`config.mk`:
```
export PLATFORM = sky130hd
export DESIGN_NAME = riscv_fetch
export DESIGN_NICKNAME = d
export VERILOG_FILES = /design/src/rtl/riscv_fetch_pkg.sv /design/src/rtl/riscv_fetch_fifo.sv /design/src/rtl/riscv_fetch.sv
export SDC_FILE = /design/constraint.sdc
export NUM_CORES = 1
export LEC_CHECK = 0
export BUFFER_PORTS_ARGS = -buffer_cell sky130_fd_sc_hd__buf_2
export CORE_AREA = 4 4 135 137
export DETAILED_ROUTE_END_ITERATION = 8
export DIE_AREA = 0 0 139 141
export GPL_TIMING_DRIVEN = 0
export HOLD_SLACK_MARGIN = 0.1
export PLACE_DENSITY = 0.87
export SLEW_MARGIN = 40
export SYNTH_ARGS = -nofsm -noshare
export SYNTH_HDL_FRONTEND = slang
export SYNTH_HIERARCHICAL = 1
export SYNTH_SLANG_ARGS = --single-unit
```
`constraint.sdc`:
```
create_clock -name clk -period 16.2 [get_ports clk]
set_input_delay 2.43 -clock clk [delete_from_list [all_inputs] [get_ports clk]]
set_output_delay 2.43 -clock clk [all_outputs]
set_load 0.1 [all_outputs]
```
`src/rtl/riscv_fetch_pkg.sv`:
```
// Shared fetch-stage types and constants.
// Entry layout matches what decode consumes: the PC alongside its instruction word.
// No logic beyond a word-align helper.
package riscv_fetch_pkg;

    localparam logic [31:0] INST_NOP = 32'h0000_0013;

    typedef struct packed {
        logic [31:0] pc;
        logic [31:0] inst;
    } fetch_entry_t;

    function automatic logic [31:0] word_align(input logic [31:0] addr);
        return addr & 32'hFFFF_FFFC;
    endfunction

endpackage

```
`src/rtl/riscv_fetch_fifo.sv`:
```
// Synchronous FIFO of fetch entries, flush has priority over push and pop.
// Latency: a push is visible at the head the cycle after it is written.
// Backpressure: a push while full is accepted only together with a pop.
module riscv_fetch_fifo
    import riscv_fetch_pkg::*;
#(
    parameter  int DEPTH = 2,
    localparam int AW    = $clog2(DEPTH),
    localparam int CW    = AW + 1
) (
    input  logic         clk,
    input  logic         rst_n,
    input  logic         push,
    input  logic         pop,
    input  logic         flush,
    input  fetch_entry_t push_dat,
    output fetch_entry_t head,
    output logic [CW-1:0] count,
    output logic         empty,
    output logic         full
);

    fetch_entry_t  mem_q [DEPTH];
    logic [AW-1:0] rd_ptr_q, rd_ptr_d;
    logic [AW-1:0] wr_ptr_q, wr_ptr_d;
    logic [CW-1:0] count_q, count_d;
    logic          do_push, do_pop;

    assign empty = (count_q == '0);
    assign full  = (count_q == CW'(DEPTH));
    assign count = count_q;
    assign head  = mem_q[rd_ptr_q];

    always_comb begin
        do_pop   = pop && !empty;
        do_push  = push && (!full || do_pop);
        rd_ptr_d = rd_ptr_q;
        wr_ptr_d = wr_ptr_q;
        count_d  = count_q;
        if (flush) begin
            rd_ptr_d = '0;
            wr_ptr_d = '0;
            count_d  = '0;
        end else begin
            if (do_push) wr_ptr_d = wr_ptr_q + AW'(1);
            if (do_pop)  rd_ptr_d = rd_ptr_q + AW'(1);
            count_d = count_q + CW'(do_push) - CW'(do_pop);
        end
    end

    always_ff @(posedge clk or negedge rst_n) begin
        if (!rst_n) begin
            rd_ptr_q <= '0;
            wr_ptr_q <= '0;
            count_q  <= '0;
        end else begin
            rd_ptr_q <= rd_ptr_d;
            wr_ptr_q <= wr_ptr_d;
            count_q  <= count_d;
        end
    end

    // Storage needs no reset: the head is only observed while count is non-zero.
    always_ff @(posedge clk) begin
        if (do_push && !flush) mem_q[wr_ptr_q] <= push_dat;
    end

endmodule

```
`src/rtl/riscv_fetch.sv`:
```
// Instruction fetch: sequential PC generation, credit-limited imem requests, buffered in-order responses.
// Latency: response in cycle N reaches inst_valid_o in cycle N+1 (no bypass).
// Backpressure: decode stalls fill the buffer, which withholds request credit; responses are never stalled.
module riscv_fetch
    import riscv_fetch_pkg::*;
#(
    parameter logic [31:0] RESET_PC   = 32'h0000_0000,
    parameter int          FIFO_DEPTH = 2
) (
    input  logic        clk,
    input  logic        rst_n,
    output logic        imem_req_valid,
    input  logic        imem_req_ready,
    output logic [31:0] imem_req_addr,
    input  logic        imem_resp_valid,
    input  logic [31:0] imem_resp_data,
    input  logic        redirect_valid,
    input  logic [31:0] redirect_pc,
    output logic        inst_valid_o,
    input  logic        inst_ready_i,
    output logic [31:0] inst_o,
    output logic [31:0] pc_o
);

    localparam int CW = $clog2(FIFO_DEPTH) + 1;
    localparam int IW = CW + 1;
    localparam int SW = CW + 2;

    logic [31:0]   fetch_pc_q, fetch_pc_d;
    logic [31:0]   resp_pc_q, resp_pc_d;
    logic [CW-1:0] outstanding_q, outstanding_d;
    logic [CW-1:0] drop_cnt_q, drop_cnt_d;

    logic [CW-1:0] fifo_count;
    logic          fifo_empty, fifo_full, fifo_push, fifo_pop;
    fetch_entry_t  fifo_head, fifo_push_dat;
    logic          req_fire, resp_drop, resp_take;
    logic [SW-1:0] credit_used;
    logic [IW-1:0] inflight;
    logic          unused_full;

    // outstanding counts live requests only; requests orphaned by a redirect move into drop_cnt,
    // so the two are disjoint and their sum with the buffer fill never exceeds FIFO_DEPTH.
    assign credit_used    = SW'(outstanding_q) + SW'(fifo_count) + SW'(drop_cnt_q);
    assign imem_req_valid = rst_n && !redirect_valid && (credit_used < SW'(FIFO_DEPTH));
    assign imem_req_addr  = fetch_pc_q;
    assign req_fire       = imem_req_valid && imem_req_ready;

    assign resp_drop     = imem_resp_valid && (drop_cnt_q != '0);
    assign resp_take     = imem_resp_valid && !resp_drop;
    assign fifo_push     = resp_take && !redirect_valid;
    assign fifo_pop      = !fifo_empty && inst_ready_i && !redirect_valid;
    assign fifo_push_dat = '{pc: resp_pc_q, inst: imem_resp_data};

    assign inst_valid_o = !fifo_empty;
    assign inst_o       = fifo_empty ? INST_NOP : fifo_head.inst;
    assign pc_o         = fifo_empty ? 32'h0    : fifo_head.pc;
    assign unused_full  = fifo_full;

    always_comb begin
        fetch_pc_d    = fetch_pc_q;
        resp_pc_d     = resp_pc_q;
        outstanding_d = outstanding_q;
        drop_cnt_d    = drop_cnt_q;
        inflight      = IW'(outstanding_q) + IW'(drop_cnt_q);
        if (redirect_valid) begin
            fetch_pc_d    = word_align(redirect_pc);
            resp_pc_d     = word_align(redirect_pc);
            outstanding_d = '0;
            drop_cnt_d    = CW'(inflight - IW'(imem_resp_valid && (inflight != '0)));
        end else begin
            if (req_fire)  fetch_pc_d = fetch_pc_q + 32'd4;
            if (resp_take) resp_pc_d  = resp_pc_q + 32'd4;
            if (resp_drop) drop_cnt_d = drop_cnt_q - CW'(1);
            outstanding_d = outstanding_q + CW'(req_fire)
                          - CW'(resp_take && (outstanding_q != '0));
        end
    end

    always_ff @(posedge clk or negedge rst_n) begin
        if (!rst_n) begin
            fetch_pc_q    <= RESET_PC;
            resp_pc_q     <= RESET_PC;
            outstanding_q <= '0;
            drop_cnt_q    <= '0;
        end else begin
            fetch_pc_q    <= fetch_pc_d;
            resp_pc_q     <= resp_pc_d;
            outstanding_q <= outstanding_d;
            drop_cnt_q    <= drop_cnt_d;
        end
    end

    riscv_fetch_fifo #(.DEPTH(FIFO_DEPTH)) u_fifo (
        .clk      (clk),
        .rst_n    (rst_n),
        .push     (fifo_push),
        .pop      (fifo_pop),
        .flush    (redirect_valid),
        .push_dat (fifo_push_dat),
        .head     (fifo_head),
        .count    (fifo_count),
        .empty    (fifo_empty),
        .full     (fifo_full)
    );

endmodule

```
Yosys cells after proc, flatten, opt, wreduce, memory -nomap -nowiden. Memory sizes are Yosys's and may differ from the RTL's. Index checks and enable logic that the tools add are counted.

Eq/ne operators: 1. Reductions and logical operators: 27. Muxes and demuxes: 16. Add/sub/neg operators: 13. $lt $le $gt $ge: 1.

Operators by type and width (count): 2-to-1 mux 32 bit (6); adder 32 x 3 -> 32 bit, second input constant (2); nonzero test 2 bit (7); logical AND 1 bit (13); 2-to-1 mux 2 bit (4); adder 2 x 2 -> 3 bit (2); 2-to-1 mux 1 bit (6); subtractor 2 x 1 -> 2 bit (3); adder 2 x 1 -> 2 bit (2); adder 3 x 2 -> 4 bit (1); zero test 1 bit (4); < comparator 4 x 2 -> 1 bit, second input constant (1); nonzero test 3 bit (1); adder 1 bit, second input constant (2); == test 2 bit, second input constant (1); zero test 2 bit (1); subtractor 2 x 1 -> 2 bit, second input constant (1); logical OR 1 bit (1).

Input bits: 70. Output and inout bits: 98. Bits in writable memories: 128. Memories kept: 1. Word-level logic and storage cells: 66. Register bits: 72.

Memories: u_fifo.mem_q (words 2, width 64, rd ports 1, clocked after memory_dff 0, write ports 1, line riscv_fetch_fifo.sv:23) `fetch_entry_t mem_q [DEPTH];`.

Longest topological paths before layout. Gate-level depths: netlist of run 1.

Depth in word-level cells: 10. Depth in mapped cells: 14. Depth with buffers taken out: 12.

Modules after synthesis. The synthesis of run 1 kept the hierarchy.

Modules (own cells, without submodules): riscv_fetch_fifo (cells an instance 228, area an instance 4902.2 um^2, times used 1); riscv_fetch (cells an instance 491, area an instance 4291.6 um^2, times used 1).

Worst setup path before layout of run 1. Ideal clock, no wire load.

Path kind: input-to-reg. Start point: input redirect_valid. End point: memory u_fifo/mem_q[1][0] (netlist bit) (enable). Setup slack: 7.554 ns. Arrival: 8.069 ns. Stages: 6. Required time: 15.622 ns. Cell sequence: clkbuf_1 clkbuf_1 buf_4 nor2_1 o21ai_2 nor3b_1.

RTL lines: from (decl) (line riscv_fetch.sv:17) `input logic redirect_valid,`; zero test 1 bit (line riscv_fetch.sv:51) `assign fifo_push = resp_take && !redirect_valid;`; logical AND 1 bit (line riscv_fetch.sv:51); via fifo_push (line riscv_fetch.sv:35) `logic fifo_empty, fifo_full, fifo_push, fifo_pop;`; logical AND 1 bit (line riscv_fetch_fifo.sv:36) `do_push = push && (!full || do_pop);`; logical AND 1 bit (line riscv_fetch_fifo.sv:65) `if (do_push && !flush) mem_q[wr_ptr_q] <= push_dat;`; 2-to-1 mux 1 bit (line riscv_fetch_fifo.sv:65); 2-to-1 mux 1 bit (not written as such) (line riscv_fetch_fifo.sv:65); to (decl) (line riscv_fetch_fifo.sv:23).

The timed path passes the listed nets, and every way through them passes these cells.

Worst setup path in the final report of run 1.
Start point: input rst_n. End point: output imem_req_valid.

Longest elaborated chain between the ends: 2.

Ends and longest elaborated chain: from (decl) (line riscv_fetch.sv:11) `input logic rst_n,`; logical AND 1 bit (2 in a row) (line riscv_fetch.sv:45) `assign imem_req_valid = rst_n && !redirect_valid && (credit_used < SW'(FIFO_DEPTH));`; to (decl) (line riscv_fetch.sv:12) `output logic imem_req_valid,`.

Every way passes these cells.

==> flow_summary.yaml, run 1 <==
run_status:
  outcome: "complete, no violations"
clock_network:
  ctsRootBufferMaster: "clkbuf_16"
  worstSkewPairLatency_ns: 0.43
  cts_made_buffers: 17
  cts_setup_buffers: 0
  ctsHoldBuffers: 0
  clkTransAtPathRegs_ns: 0.06
  cts_buffer_depth: 2
  cts_tree: "done"
  htreeDepth: 4
  cts_resized: 0
  cts_num_sinks: 196
global_routing:
  grt_pass1_vias: 6567
  grt_pass1_wl_mm: 33.5
  grt_usage_pct: 21.6
  grt_max_degree: 37
  antenna_found_initial: 0
  overflow: 0
sta:
  fin_skew_ns: 0.00900
  fin_crit_sh_pct: 38.0
  fin_crit_ns: 6.16
  fin_ws_ns: 10.04
  rsz0062_at_grt: "false"
  worst_slew_pin_slew_ns: 0.706
  slew_headroom_pct: 52.9
  fmax_mhz: 162
  final_hold_viol_count: 0
  setup_viol: 0
  setup_tns_ns: 0
  finalMaxSlewViolations: 0
detailed_routing:
  routed_via_density: 5.61
  wl_per_cell_um: 17.8
  drt_iter0_markers: 414
  first_pass_iters: 7
  num_vias: 6524
  post-route-drc-count: 0
  wl_mm: 20.7
  ant_nets: 0
critical_path:
  crit_type: "in2out"
  r2r_cells: 14
  crit_fanout: 36
  end_kind: "output pin"
  reg2reg_slack_ns: 12.97
  arrival_ns: 3.73
  startpoint_type: "primary input"
  r2r-start: "u_fifo/count[1]$_DFF_PN0_"
  worstPathRequired_ns: 13.77
  r2r_end: "outstanding_q[1]$_DFF_PN0_"
cells_and_area:
  multi_input_area_um2: 3410
  antennaDiodeCount: 0
  finalNetCount: 1005
  seqCellArea_um2: 5550
  layout-drive-gt1-share_pct: 29.0
  area_delta_synth_final_pct: 20.8
  fill_cells: 1251
synthesis:
  syn-instance-count: 718
  syn_area_per_cell_um2: 12.8
  ys_warn_count: 6
  syn_area_um2: 9190
floorplan:
  ioPinCount: 168
  start_util_pct: 53.9
  die_x_um: 139
  die-area_um2: 19600
  core-area_um2: 17100
  row_count: 48
  die_h_um: 141
placement:
  dp_slack_ns: 10.02
  io_buffers: 163
  place.gp.congestion: 0.936
  hpwl_mm: 15.5
min_path:
  holdCritStartpoint: "resp_pc_q[31]$_DFFE_PN0N_"
  whs_endpoint: "u_fifo/mem_q[0][63]$_DFFE_PP_"
  hold_path_depth: 0
  worst_hold_path_type: "reg2reg"
job:
  drv_cap: 0
power_and_ir_drop:
  power.density_nw_per_um2: 117
  ir_drop_uv: 80.0
  leakage_nw: 4.42
-- flip-flops by register name, indices dropped and copies added (netlist names) --
register	flops
imem_req_addr	30
u_fifo/mem_q	128
u_fifo/count	2
resp_pc_q	30
u_fifo/rd_ptr_q	1
u_fifo/wr_ptr_q	1
drop_cnt_q	2
outstanding_q	2
-- per-stage QoR --
stage	cells	power, mW	utilization (%)	area (um2)	hold slack, ns
floorplan	723	0.799	-	9210	0.456
global placement	1111	0.853	60.4	10300	0.471
detailed placement	1130	0.863	61.3	10500	0.489
CTS	1162	1.31	65.1	11100	0.505
global route	1162	1.36	65.1	11100	0.532
finish	1162	1.30	65.1	11100	0.501
-- layout make-up --
type	instances	share of cell area, %
well taps	225	2.54
plain buffers	31	1.74
clock buffers	18	3.87
flip-flops and latches	196	50.0
inverters	19	0.643
repair buffers	182	8.66
clock inverters	14	1.88
multi-input cells	477	30.7
-- layout by cell type, fill, tap and decap left out, drive strengths merged, types with 3 or more instances in the layout --
cell type and instances:
clkinv 6, xnor2 22, nor2b 65, o311ai 6
nand2b 5, clkinvlp 3, or2 6, dfrtp 68
o211ai 14, nand2 60, o21ai 33, a31oi 3
buf 196, nand3 30, conb 6, ha 9
xor2 21, inv 19, mux2 76, nor3 11
or4 4, and3 9, nand4 22, nor4 10
and4 5, nor2 34, clkbuf 35, bufinv 5
a21oi 10, edfxtp 128
-- how the worst max path moves through the flow --
stage,cells past startpoint,slack (ns),to,startpoint
6_report,5,10.04,imem_req_valid,rst_n
5_1_grt,5,9.93,imem_req_valid,rst_n
4_1_cts,5,10.01,imem_req_valid,rst_n
3_5_place_dp,5,10.02,imem_req_valid,rst_n
3_3_place_gp,7,4.66,u_fifo/mem_q[1][13]$_DFFE_PP_,redirect_valid
2_1_floorplan,6,7.55,u_fifo/mem_q[1][0]$_DFFE_PP_,redirect_valid
-- layer usage --
metal	routed length (um)	track usage, %	vias up
met2	10100	35.5	337
met3	1640	4.48	39
met4	390	7.31	0
met1	8570	28.8	3133
met5	0	0	-
li1	-	-	3015
-- worst max-delay path, stage by stage --
cell,delay (ns)
buf_6,0.28
buf_12,0.27
nand4bb_4,0.16
nor2_1,0.11
buf_2,0.43
-- power breakdown --
part           switching, mW  leakage, nW  internal (mW)
Clock                  0.175        0.302          0.273
Combinational          0.183         2.14         0.0669
Sequential            0.0341         1.98          0.571
Total                  0.392         4.42          0.911
Power figures use the tool's default switching activity.
==> run 2: changes to the inputs <==
ABC_AREA = 1   (was unset)
CORE_AREA = 4 4 145 147   (was 4 4 135 137)
DIE_AREA = 0 0 149 151   (was 0 0 139 141)
PLACE_DENSITY = 0.84   (was 0.87)
clock period = 5.22 ns   (was 16.2 ns; I/O delays follow)
==> flow_summary.yaml, run 2 <==
clock_network:
  cts_tree: "done"
  cts_buffer_depth: 2
  htreeDepth: 4
  cts_resized: 0
  cts_made_buffers: 17
  ctsHoldBuffers: 0
  clkTransAtPathRegs_ns: 0.07
  ctsRootBufferMaster: "clkbuf_16"
  worstSkewPairLatency_ns: 0.43
  cts_setup_buffers: 0
  cts_num_sinks: 196
sta:
  setup_viol: 0
  rsz0062_at_grt: "false"
  fin_skew_ns: 0.0117
  fmax_mhz: 297
  fin_hold_ws_ns: 0.209
  finalMaxSlewViolations: 0
  slew_headroom_pct: 54.1
  final_hold_viol_count: 0
  worst_slew_pin_slew_ns: 0.688
  fin_crit_ns: 3.36
  fin_crit_sh_pct: 64.4
power_and_ir_drop:
  power.density_nw_per_um2: 407
  ir_drop_uv: 264
  leakage_nw: 5.66
critical_path:
  startpoint_type: "register"
  r2r_cells: 10
  worstPathRequired_ns: 4.44
  crit_chain: "inv_1 -> nand2_1 -> inv_1 -> clkbuf_1 -> clkbuf_1 -> nor2_1 -> buf_2"
  cp_slowest_stage_delay_ns: 0.53
  end_kind: "output pin"
  crit_type: "reg2out"
  path_buf_inv: 5
  arrival_ns: 2.58
  crit_path_top_delay_cell: "clkbuf_1"
  path_delay_family: "buffers and inverters"
  crit_cells: 7
  crit_fanout: 10
floorplan:
  row_count: 52
  ioPinCount: 168
  start_util_pct: 49.7
  die_h_um: 151
  die_x_um: 149
  die-area_um2: 22500
  core-area_um2: 19900
cells_and_area:
  antennaDiodeCount: 0
  postLayoutCoreUtil_pct: 59.5
  area_delta_synth_final_pct: 19.8
  layout-drive-gt1-share_pct: 18.2
  stdcell_count: 1645
  largest-register: "u_fifo/mem_q"
  fill_cells: 1649
  design_area_um2: 11900
  final_cell_mix: "427 x nand2_1, 174 x buf_2, 152 x inv_1"
  layout_commonest_cell: "nand2_1"
  largest_reg_flops: 128
  finalNetCount: 1443
global_routing:
  grt_usage_pct: 22.3
  grt_max_degree: 45
  grt_pass1_vias: 7936
  overflow: 0
  grt_pass1_wl_mm: 39.6
  antenna_found_initial: 0
placement:
  dpl_cell_area_um2: 11300
  hpwl_mm: 18.6
  place.gp.congestion: 0.925
  dpl.cell_count: 1613
  io_buffers: 163
detailed_routing:
  num_vias: 8390
  drt_iter0_markers: 621
  wl_mm: 24.9
  wl_per_cell_um: 15.2
  routed_via_density: 5.10
  post-route-drc-count: 0
  first_pass_iters: 5
  ant_nets: 0
synthesis:
  ys_warn_count: 6
  syn_area_um2: 9890
  syn-instance-count: 1165
  syn_area_per_cell_um2: 8.49
job:
  drv_cap: 0
min_path:
  worst_hold_path_type: "in2async"
run_status:
  outcome: "complete, no violations"
[run 2: changes by cell type in the layout (fill, tap and decap cells not counted), sizes merged, moves of 8 or more]
cell,delta
inv,+143
mux2,-76
and3,-8
nand3,+28
nand2,+369
nor4,-9
xnor2,-14
nand4,-10
nor2,+109
nor2b,-64
[run 2: layout make-up]
cell class / count / area [um2] / share of cell area (%)
plain buffers: 36 / 218 / 1.84
clock buffers: 23 / 493 / 4.16
well taps: 270 / 338 / 2.85
clock inverters: 9 / 90.1 / 0.760
multi-input cells: 782 / 3580 / 30.2
repair buffers: 173 / 1000 / 8.47
inverters: 156 / 588 / 4.96
flip-flops and latches: 196 / 5550 / 46.8
[run 2: per-stage QoR]
step,total power [mW],TNS (ns),worst slack [ns]
2_1_floorplan,3.20,0,0.223
3_3_place_gp,3.50,-140.09,-1.27
3_5_place_dp,3.56,0,1.95
4_1_cts,4.83,0,1.77
5_1_grt,5.02,0,1.60
6_report,4.82,0,1.86
[run 2: layer usage]
layer | global-route usage, % | vias up | share of wire (%)
li1 | - | 4066 | -
met1 | 28.9 | 3884 | 41
met2 | 38.2 | 399 | 48
met3 | 4.34 | 41 | 9.4
met4 | 7.14 | 0 | 1.8
met5 | 0 | - | 0
[run 2: path summary, 6_finish.rpt]
check | from | end | slack (ns)
max reg2reg | drop_cnt_q[1]$_DFFE_PN0P_ | u_fifo/mem_q[1][10]$_DFFE_PP_ | 2.10
max in group asynchronous | rst_n | resp_pc_q[3]$_DFFE_PN0N_ | 4.49
max | u_fifo/count[0]$_DFF_PN0_ | pc_o[27] | 1.86
min | rst_n | imem_req_addr[28]$_DFFE_PN0P_ | 0.21
min reg2reg | resp_pc_q[31]$_DFFE_PN0N_ | u_fifo/mem_q[1][63]$_DFFE_PP_ | 0.52
min in group clk | resp_pc_q[31]$_DFFE_PN0N_ | u_fifo/mem_q[1][63]$_DFFE_PP_ | 0.52
[run 2: power by group]
group | switching [mW] | internal [mW]
clock | 0.558 | 0.724
combinational | 1.23 | 0.313
sequential | 0.178 | 1.82
